**src/rtl/stim_gen_hs_if.sv**
```systemverilog
// stim_gen_hs_if: operand/handshake bundle between the stimulus generator
// and the DUT input port.
//   D      : NUM_OPERANDS*WIDTH operands, channel c at [c*WIDTH +: WIDTH]
//   VOUT   : operands valid (generator -> DUT)
//   RDY    : DUT ready (DUT -> generator)
//   RESP_V : one pulse per DUT result (DUT -> generator)
// master = generator side, slave = DUT side.
interface stim_gen_hs_if #(
  parameter int WIDTH        = 32,
  parameter int NUM_OPERANDS = 3
);
  logic [NUM_OPERANDS*WIDTH-1:0] D;
  logic                          VOUT;
  logic                          RDY;
  logic                          RESP_V;

  modport master (output D, output VOUT, input  RDY, input  RESP_V);
  modport slave  (input  D, input  VOUT, output RDY, output RESP_V);
endinterface

```
**src/rtl/stim_gen_hs.sv**
```systemverilog
// stim_gen_hs: handshake-correct operand stream generator.
// Issues NUM_TX operand words (LFSR or incrementing source) over a
// valid/ready port, throttles at MAX_OUTSTANDING unanswered operations,
// then drains results (or times out) and raises END_SIM.
// Ports:
//   CLK, RST          clock, async active-high reset
//   EN, MODE          start request / source select (sampled in IDLE)
//   bus (master)      D, VOUT out; RDY, RESP_V in
//   TX_CNT, RESP_CNT  accepted transfers / counted responses
//   OUTSTANDING       operations in flight
//   END_SIM, TIMEOUT, ERR  sticky status flags
// Optional feature: define STIM_GEN_FP_SPECIAL_EN to inject FP32 special
// values on channel 0 every 16th transfer (requires WIDTH >= 32).
module stim_gen_hs #(
  parameter int          WIDTH           = 32,
  parameter int          NUM_OPERANDS    = 3,
  parameter int          NUM_TX          = 1024,
  parameter logic [31:0] SEED            = 32'hACE1_0001,
  parameter int          MAX_OUTSTANDING = 8,
  parameter int          DRAIN_TIMEOUT   = 256
) (
  input  logic                                 CLK,
  input  logic                                 RST,
  input  logic                                 EN,
  input  logic                                 MODE,
  stim_gen_hs_if.master                        bus,
  output logic [31:0]                          TX_CNT,
  output logic [31:0]                          RESP_CNT,
  output logic [$clog2(MAX_OUTSTANDING+1)-1:0] OUTSTANDING,
  output logic                                 END_SIM,
  output logic                                 TIMEOUT,
  output logic                                 ERR
);
  localparam int OW = $clog2(MAX_OUTSTANDING+1);
  localparam int TW = $clog2(DRAIN_TIMEOUT+2);
  localparam logic [31:0] LFSR_MASK = 32'h8020_0003;

  localparam logic [1:0] S_IDLE  = 2'd0;
  localparam logic [1:0] S_RUN   = 2'd1;
  localparam logic [1:0] S_DRAIN = 2'd2;
  localparam logic [1:0] S_DONE  = 2'd3;

  typedef logic [NUM_OPERANDS-1:0][31:0] lfsr_vec_t;

  function automatic lfsr_vec_t seed_vec();
    lfsr_vec_t   v;
    logic [31:0] m;
    for (int c = 0; c < NUM_OPERANDS; c++) begin
      m    = SEED ^ (32'(c) * 32'h9E37_79B9);
      v[c] = (m == 32'h0) ? 32'h1 : m;  // all-zero would lock the LFSR
    end
    return v;
  endfunction

  localparam lfsr_vec_t LFSR_SEEDS = seed_vec();

  function automatic logic [31:0] lfsr_step(input logic [31:0] s);
    return s[0] ? ((s >> 1) ^ LFSR_MASK) : (s >> 1);
  endfunction

  logic [1:0]  state_q, state_d;
  logic        mode_q, mode_d;
  logic [31:0] tx_cnt_q, tx_cnt_d;
  logic [31:0] resp_cnt_q, resp_cnt_d;
  logic [OW-1:0] out_q, out_d;
  logic [TW-1:0] timer_q, timer_d;
  logic        timeout_q, timeout_d;
  logic        err_q, err_d;
  lfsr_vec_t   lfsr_q, lfsr_d;

  logic vout, xfer, resp_ok, resp_bad;

  // VOUT depends on registers only, so it can never fall without a transfer.
  assign vout     = (state_q == S_RUN) && (out_q < OW'(MAX_OUTSTANDING));
  assign xfer     = vout && bus.RDY;
  assign resp_ok  = bus.RESP_V && (out_q != '0) &&
                    ((state_q == S_RUN) || (state_q == S_DRAIN));
  // A response with nothing in flight is an error in every state; a transfer
  // in that same cycle cannot be what it answers, so it still counts up.
  assign resp_bad = bus.RESP_V && (out_q == '0);

  always_comb begin
    state_d    = state_q;
    mode_d     = mode_q;
    tx_cnt_d   = tx_cnt_q;
    resp_cnt_d = resp_cnt_q;
    out_d      = out_q;
    timer_d    = timer_q;
    timeout_d  = timeout_q;
    err_d      = err_q | resp_bad;
    lfsr_d     = lfsr_q;

    if (xfer) begin
      tx_cnt_d = tx_cnt_q + 32'd1;
      for (int c = 0; c < NUM_OPERANDS; c++) lfsr_d[c] = lfsr_step(lfsr_q[c]);
    end
    if (resp_ok) resp_cnt_d = resp_cnt_q + 32'd1;

    case ({xfer, resp_ok})
      2'b10:   out_d = out_q + OW'(1);
      2'b01:   out_d = out_q - OW'(1);
      default: out_d = out_q;
    endcase

    case (state_q)
      S_IDLE: if (EN) begin
        state_d = S_RUN;
        mode_d  = MODE;
      end
      S_RUN: if (xfer && (tx_cnt_q == 32'(NUM_TX - 1))) begin
        state_d = S_DRAIN;
        timer_d = '0;
      end
      S_DRAIN: begin
        if (out_q == '0) begin
          state_d = S_DONE;
        end else if (timer_q == TW'(DRAIN_TIMEOUT)) begin
          state_d   = S_DONE;
          timeout_d = 1'b1;
        end else if (bus.RESP_V) begin
          timer_d = '0;
        end else begin
          timer_d = timer_q + TW'(1);
        end
      end
      default: state_d = S_DONE;
    endcase
  end

  always_ff @(posedge CLK or posedge RST) begin
    if (RST) begin
      state_q    <= S_IDLE;
      mode_q     <= 1'b0;
      tx_cnt_q   <= '0;
      resp_cnt_q <= '0;
      out_q      <= '0;
      timer_q    <= '0;
      timeout_q  <= 1'b0;
      err_q      <= 1'b0;
      lfsr_q     <= LFSR_SEEDS;
    end else begin
      state_q    <= state_d;
      mode_q     <= mode_d;
      tx_cnt_q   <= tx_cnt_d;
      resp_cnt_q <= resp_cnt_d;
      out_q      <= out_d;
      timer_q    <= timer_d;
      timeout_q  <= timeout_d;
      err_q      <= err_d;
      lfsr_q     <= lfsr_d;
    end
  end

  // Operand channels: decoded from registers, so D is stable while stalled.
  logic [NUM_OPERANDS-1:0][WIDTH-1:0] d_ch;

  for (genvar c = 0; c < NUM_OPERANDS; c++) begin : g_ch
    logic [WIDTH-1:0] gen_val;
    assign gen_val = mode_q ? WIDTH'(tx_cnt_q + 32'(c))
                            : WIDTH'({lfsr_q[c], lfsr_q[c]});
`ifdef STIM_GEN_FP_SPECIAL_EN
    if (c == 0) begin : g_fp
      logic [31:0] sp;
      assign sp = (tx_cnt_q[5:4] == 2'd0) ? 32'h0000_0000 :
                  (tx_cnt_q[5:4] == 2'd1) ? 32'h8000_0000 :
                  (tx_cnt_q[5:4] == 2'd2) ? 32'h7F80_0000 : 32'h7FC0_0000;
      assign d_ch[c] = (tx_cnt_q[3:0] == 4'hF) ? WIDTH'(sp) : gen_val;
    end else begin : g_plain
      assign d_ch[c] = gen_val;
    end
`else
    assign d_ch[c] = gen_val;
`endif
  end

  assign bus.D       = d_ch;
  assign bus.VOUT    = vout;
  assign TX_CNT      = tx_cnt_q;
  assign RESP_CNT    = resp_cnt_q;
  assign OUTSTANDING = out_q;
  assign END_SIM     = (state_q == S_DONE);
  assign TIMEOUT     = timeout_q;
  assign ERR         = err_q;
endmodule
```
**src/flat_wrapper.sv**
```systemverilog
// flat-port wrapper written by rule: the top's interface ports become plain ports
module stim_gen_hs_flat 
#(
  parameter int          WIDTH           = 32,
  parameter int          NUM_OPERANDS    = 3,
  parameter int          NUM_TX          = 1024,
  parameter logic [31:0] SEED            = 32'hACE1_0001,
  parameter int          MAX_OUTSTANDING = 8,
  parameter int          DRAIN_TIMEOUT   = 256
)
  (CLK, RST, EN, MODE, TX_CNT, RESP_CNT, OUTSTANDING, END_SIM, TIMEOUT, ERR, bus_D, bus_VOUT, bus_RDY, bus_RESP_V);
  stim_gen_hs_if #(.WIDTH(WIDTH), .NUM_OPERANDS(NUM_OPERANDS)) bus_i ();
  input  logic CLK;
  input  logic RST;
  input  logic EN;
  input  logic MODE;
  output logic [31:0] TX_CNT;
  output logic [31:0] RESP_CNT;
  output logic [$clog2(MAX_OUTSTANDING+1)-1:0] OUTSTANDING;
  output logic END_SIM;
  output logic TIMEOUT;
  output logic ERR;
  output wire logic [$bits(bus_i.D)-1:0] bus_D;
  output wire logic [$bits(bus_i.VOUT)-1:0] bus_VOUT;
  input wire logic [$bits(bus_i.RDY)-1:0] bus_RDY;
  input wire logic [$bits(bus_i.RESP_V)-1:0] bus_RESP_V;
  assign bus_D = bus_i.D;
  assign bus_VOUT = bus_i.VOUT;
  assign bus_i.RDY = bus_RDY;
  assign bus_i.RESP_V = bus_RESP_V;
  stim_gen_hs #(.WIDTH(WIDTH), .NUM_OPERANDS(NUM_OPERANDS), .NUM_TX(NUM_TX), .SEED(SEED), .MAX_OUTSTANDING(MAX_OUTSTANDING), .DRAIN_TIMEOUT(DRAIN_TIMEOUT)) u_core (.CLK(CLK), .RST(RST), .EN(EN), .MODE(MODE), .bus(bus_i), .TX_CNT(TX_CNT), .RESP_CNT(RESP_CNT), .OUTSTANDING(OUTSTANDING), .END_SIM(END_SIM), .TIMEOUT(TIMEOUT), .ERR(ERR));
endmodule
```
**config.mk**
```make
export PLATFORM = sky130hd
export DESIGN_NAME = stim_gen_hs_flat
export DESIGN_NICKNAME = d
export VERILOG_FILES = /design/src/rtl/stim_gen_hs_if.sv /design/src/rtl/stim_gen_hs.sv /design/src/flat_wrapper.sv
export SDC_FILE = /design/constraint.sdc
export NUM_CORES = 1
export LEC_CHECK = 0
export ABC_AREA = 1
export BUFFER_PORTS_ARGS = -buffer_cell sky130_fd_sc_hd__buf_2
export CAP_MARGIN = 20
export CORE_ASPECT_RATIO = 0.5
export CORE_MARGIN = 1.5
export CORE_UTILIZATION = 37
export DETAILED_ROUTE_END_ITERATION = 8
export GPL_TIMING_DRIVEN = 0
export SYNTH_ARGS = -nofsm -noshare
export SYNTH_HDL_FRONTEND = slang
export SYNTH_SLANG_ARGS = --single-unit
```
**constraint.sdc**
```tcl
create_clock -name CLK -period 16.4 [get_ports CLK]
set_input_delay 2.46 -clock CLK [delete_from_list [all_inputs] [get_ports CLK]]
set_output_delay 2.46 -clock CLK [all_outputs]
set_load 0.01 [all_outputs]
```
After elaboration in Yosys (flattened, before gate mapping)
Cells that the tools add are included.
Widths: inputs -> output; s select.
{"block": "classes", "addsub": 6, "magnitude_cmp": 1, "n_eq_ne": 12, "mux": 17, "bitwise": 5, "n_reduce_logical": 16}
{"op": "$mux 32", "n": 6}
{"op": "$add 32x1->32 const B", "n": 2}
{"op": "$mux 9", "n": 4}
{"op": "$add 32x2->32 const B", "n": 1}
{"op": "$eq 32x10->1 const B", "n": 1}
{"op": "$pmux 9 s2", "n": 1}
{"op": "$not 3->4", "n": 3}
{"op": "$add 9x1->9 const B", "n": 1}
{"op": "$eq 9x9->1 const B", "n": 1}
{"op": "$mux 2", "n": 4}
{"op": "$ne 2x2->1 const B", "n": 4}
{"op": "$pmux 4 s2", "n": 1}
{"op": "$eq 2x2->1 const B", "n": 3}
{"op": "$logic_and 1x1->1", "n": 6}
{"op": "$pmux 2 s3", "n": 1}
{"op": "$reduce_and 3->1", "n": 2}
{"op": "$add 4x1->4 const B", "n": 1}
{"op": "$eq 2x1->1 const B", "n": 2}
{"op": "$logic_not 4->1", "n": 1}
{"op": "$lt 4x4->1 const B", "n": 1}
{"op": "$reduce_and 4->1", "n": 1}
{"op": "$reduce_bool 2->1", "n": 2}
{"op": "$reduce_bool 4->1", "n": 1}
{"op": "$sub 4x1->4 const B", "n": 1}
{"op": "other kinds (6)", "n": 6}
{"block": "word_totals", "ff_bits": 178, "inputBits": 6}

Depth between registers and ports, before layout
{"block": "depth", "ltp_word": 6, "depth_mapped": 17, "ltp_nobuf": 15}

Worst setup path after synthesis
OpenSTA, ideal clock, no wires.
{"block": "synth_timing", "path_kind": "input -> register", "from": "in bus_RDY", "to": "reg u_core.out_q[2] (netlist: u_core.OUTSTANDING[2])", "setup_ns": 0.119, "arrival_ns": 3.995, "setup_slack_ns": 12.286, "stages": 12, "path_buffers": 3, "path_cell_list": "nand2_1 buf_2 buf_2 buf_2 ha_1 nor2_1 nor2_1 ha_1 a21oi_1 a21oi_1 o21ai_0 o21a_1"}
{"block": "synth_between", "elab_chain_len": 3}
{"item": "start, declared", "line": "flat_wrapper.sv:25", "text": "input wire logic [$bits(bus_i.RDY)-1:0] bus_RDY;"}
{"item": "$logic_and 1x1->1 *", "line": "stim_gen_hs.sv:75", "text": "assign xfer = vout && bus.RDY;"}
{"item": "$eq 2x1->1 or $eq 2x2->1 (tied branches)", "line": "stim_gen_hs.sv:99", "text": "case ({xfer, resp_ok})"}
{"item": "$pmux 4 s2 or $reduce_bool 2->1 (tied branches)"}
{"item": "end signal, assigned", "line": "stim_gen_hs.sv:146", "text": "out_q <= out_d;"}
{"item": "end, declared", "line": "stim_gen_hs.sv:65", "text": "logic [OW-1:0] out_q, out_d;"}
Every way passes the cells marked *; elsewhere a longest branch is shown, timed or not.
A chain may end at the register's enable or synchronous reset.

Worst setup path in the final report
{"block": "layout_timing", "from": "reg u_core.tx_cnt_q[0] (netlist: u_core.TX_CNT[0])", "to": "out bus_D[42]"}
{"block": "layout_between", "elab_chain_len": 2}
{"item": "start, declared", "line": "stim_gen_hs.sv:63", "text": "logic [31:0] tx_cnt_q, tx_cnt_d;"}
{"item": "start signal, assigned", "line": "stim_gen_hs.sv:144", "text": "tx_cnt_q <= tx_cnt_d;"}
{"item": "$add 32x1->32", "line": "stim_gen_hs.sv:159", "text": "assign gen_val = mode_q ? WIDTH'(tx_cnt_q + 32'(c))"}
{"item": "$mux 32", "line": "stim_gen_hs.sv:159"}
{"item": "end, declared", "line": "flat_wrapper.sv:23", "text": "output wire logic [$bits(bus_i.D)-1:0] bus_D;"}
Every way passes these cells.

==> results.py <==
metrics = {
    "floorplan": {
        "row_count": 42,
        "io_pins": 174,
        "core_area_um2": 26700,
        "die_x_um": 237,
        "die_h_um": 120,
        "initial_core_util_pct": 38.0,
        "dieArea_um2": 28500,
    },
    "timing": {
        "worst_slew_pin_slew_ps": 930,
        "fin_crit_ps": 5510,
        "fin_skew_ps": 9.11,
        "rsz0062_at_grt": "no",
        "hold_ws_ps": 471,
        "finalSetupViolCount": 0,
        "fin_crit_sh_pct": 33.6,
        "report.final.slew_viol_count": 0,
        "final-hold-violation-count": 0,
        "slew_headroom_pct": 38.0,
        "max_freq_mhz": 181,
        "setup_tns_ps": 0,
    },
    "clock_tree": {
        "numCtsBuffers": 17,
        "ctsResizeCount": 0,
        "ctsLongestPathBuffers": 2,
        "holdBufCountCts": 0,
        "cts_sinks": 178,
        "htreeDepth": 4,
        "insertion_delay_ps": 460,
        "cts-root-buf": "clkbuf_16",
        "cts_tree": "yes",
        "post_cts_buffers": 0,
        "cts.clk_slew.worst_paths_ps": 70,
    },
    "route": {
        "wire_per_inst_um": 18.7,
        "routed.top_layer": "met4",
        "dr.pass1.iters": 6,
        "route.met3.wl_mm": 2.18,
        "ant_nets": 0,
        "drtIter0Drc": 914,
        "met2WireLength_mm": 16.4,
        "remaining_drc_errors": 0,
        "drt_wl_total_mm": 36.3,
        "num_vias": 9855,
        "met1Wirelength_mm": 16.9,
        "viasPerCell": 5.07,
    },
    "yosys": {
        "synth.distinct_cells": 36,
        "synth_seq_cells": 178,
        "syn-num-nets": 1403,
        "async_reset_ff_share_pct": 100,
        "ys_seq_area_share_pct": 44.4,
        "ys.flop_type": "dfrtp_1",
        "avgSynthCellArea_um2": 7.33,
        "netlist_instances": 1385,
        "syn_area_um2": 10100,
        "yosysWarnings": 0,
        "synth-edff-count": 0,
    },
    "finish": {
        "layout.nets": 1596,
        "final_common_cell": "nand2_1",
        "layout_common_cells": "nand2_1, buf_2, inv_1",
        "area_growth_pct": 18.9,
        "antenna_cells": 0,
        "final_cell_count_no_fill": 1943,
        "drive_gt1_share_pct": 20.6,
    },
    "min_path": {
        "hp-class": "flip-flop to flip-flop",
    },
    "power": {
        "p_leak_nw": 5.96,
        "ir_drop_uv": 70.6,
        "power_density_nw_per_um2": 143,
    },
    "placed_design": {
        "dp_cells": 1911,
        "portBuffers": 173,
        "dp_hpwl_mm": 27.9,
        "place_congestion": 0.959,
    },
    "setup_path": {
        "worst_setup_path_end_kind": "output pin",
        "crit_arrival_ps": 3050,
        "path_max_fanout": 7,
        "startpoint_type": "flip-flop",
        "crit_type": "flip-flop to output pin",
        "worstPathRequired_ps": 13940,
    },
    "global_route": {
        "grt_usage_pct": 25.7,
        "overflow": 0,
        "grt_antenna_before_repair": 0,
        "grt_max_degree": 98,
        "grt_pass1_wl_mm": 54.5,
        "grt_pass1_vias": 9185,
    },
    "flow_run": {
        "cap_violations": 0,
    },
    "run_status": {
        "run_status": "completed",
    },
}
-- layer usage --
| metal | up-vias | global-route usage, % |
|---|---|---|
| li1 | 4766 | - |
| met5 | - | 0 |
| met1 | 4764 | 36.0 |
| met4 | 0 | 9.28 |
| met2 | 277 | 39.9 |
| met3 | 48 | 4.58 |
-- per-stage QoR --
step           setup slack (ps)  utilization, %  total power, mW  area, µm²
2_1_floorplan              9180               -             1.03      10100
3_5_place_dp              11480            43.0             1.32      11500
5_1_grt                   10820            45.2             1.83      12100
6_report                  10890            45.2             1.73      12100
4_1_cts                   10970            45.2             1.74      12100
3_3_place_gp               6920            42.9             1.31      11500
-- layout make-up --
cell class / count / area (µm²)
Fill cell: 2809 / 14600
Multi-Input combinational cell: 1004 / 4830
Sequential cell: 178 / 4510
Timing Repair Buffer: 174 / 893
Inverter: 146 / 556
Clock buffer: 21 / 470
Tap cell: 352 / 440
Buffer: 57 / 259
Clock inverter: 11 / 103
-- cells in the mapped netlist (2+ instances only) --
library cell,count,share of area [%]
xnor2_1,16,1.4
nor2_1,82,3.0
dfstp_2,44,11
o211ai_1,8,0.59
buf_4,4,0.30
o21ai_0,133,6.6
clkinv_1,2,0.074
nor3_4,2,0.32
clkbuf_1,27,1.0
nand2_4,2,0.22
buf_2,23,1.1
dfrtp_1,134,33
nand3b_1,5,0.37
nor2_2,16,0.99
o221ai_1,10,0.86
a31oi_1,2,0.12
a21oi_1,8,0.39
buf_1,2,0.074
inv_2,5,0.18
o21bai_1,2,0.15
o21a_1,4,0.30
nand4_1,24,1.5
nand2_1,520,19
ha_1,12,1.5
nand3_1,71,3.5
nand2_2,9,0.55
nor2_4,12,1.3
o21ai_1,8,0.39
xor2_1,36,3.1
nor3_1,18,0.89
inv_1,139,5.1
-- registers in the layout, summed over array words and instances (netlist names) --
| signal | count |
|---|---|
| u_core.mode_q | 1 |
| u_core.timer_q | 9 |
| u_core.state_q | 2 |
| u_core.lfsr_q | 96 |
| u_core.OUTSTANDING | 4 |
| u_core.ERR | 1 |
| u_core.RESP_CNT | 32 |
| u_core.TX_CNT | 32 |
| u_core.TIMEOUT | 1 |
-- critical path, cell delays in order (launching register included) --
cell     delay, ps
dfrtp_1        580
ha_1           350
inv_1          110
nor2_4         170
nand2_1        170
nor2_1         550
xor2_1         270
o21ai_0        240
buf_2          180
-- final timing paths --
kind	start	end	slack [ps]	cells after the start
worst max-delay path	u_core.TX_CNT[0]$_DFFE_PP0P_	bus_D[42]	10890	8
worst min-delay path	u_core.TIMEOUT$_DFFE_PP0P_	u_core.TIMEOUT$_DFFE_PP0P_	470	1
min in group asynchronous	RST	u_core.lfsr_q[28]$_DFFE_PP0P_	2090	2
worst min register to register	u_core.TIMEOUT$_DFFE_PP0P_	u_core.TIMEOUT$_DFFE_PP0P_	470	1
max in group asynchronous	RST	u_core.lfsr_q[69]$_DFFE_PP1P_	13390	3
worst max register to register	u_core.state_q[1]$_DFFE_PP0P_	u_core.OUTSTANDING[2]$_DFFE_PP0P_	13330	16
-- logic make-up (layout without fill, tap and decap cells) --
group | Yosys count | count (layout) | synth area share [%]
AND/OR/NAND/NOR | 763 | 763 | 32.1
buffers and inverters | 203 | 409 | 7.95
flip-flops | 178 | 178 | 44.4
AO/OA/AOI/OAI | 177 | 177 | 9.58
XOR/XNOR | 52 | 52 | 4.49
adder cells (fa/ha/maj) | 12 | 12 | 1.48
-- where the power goes --
group | internal, mW | leakage (nW) | switching (mW)
sequential | 0.558 | 2.24 | 0.0933
combinational | 0.209 | 3.43 | 0.460
clock | 0.222 | 0.276 | 0.189
total | 0.989 | 5.96 | 0.742
No activity file was read; power rests on OpenSTA's default activity.
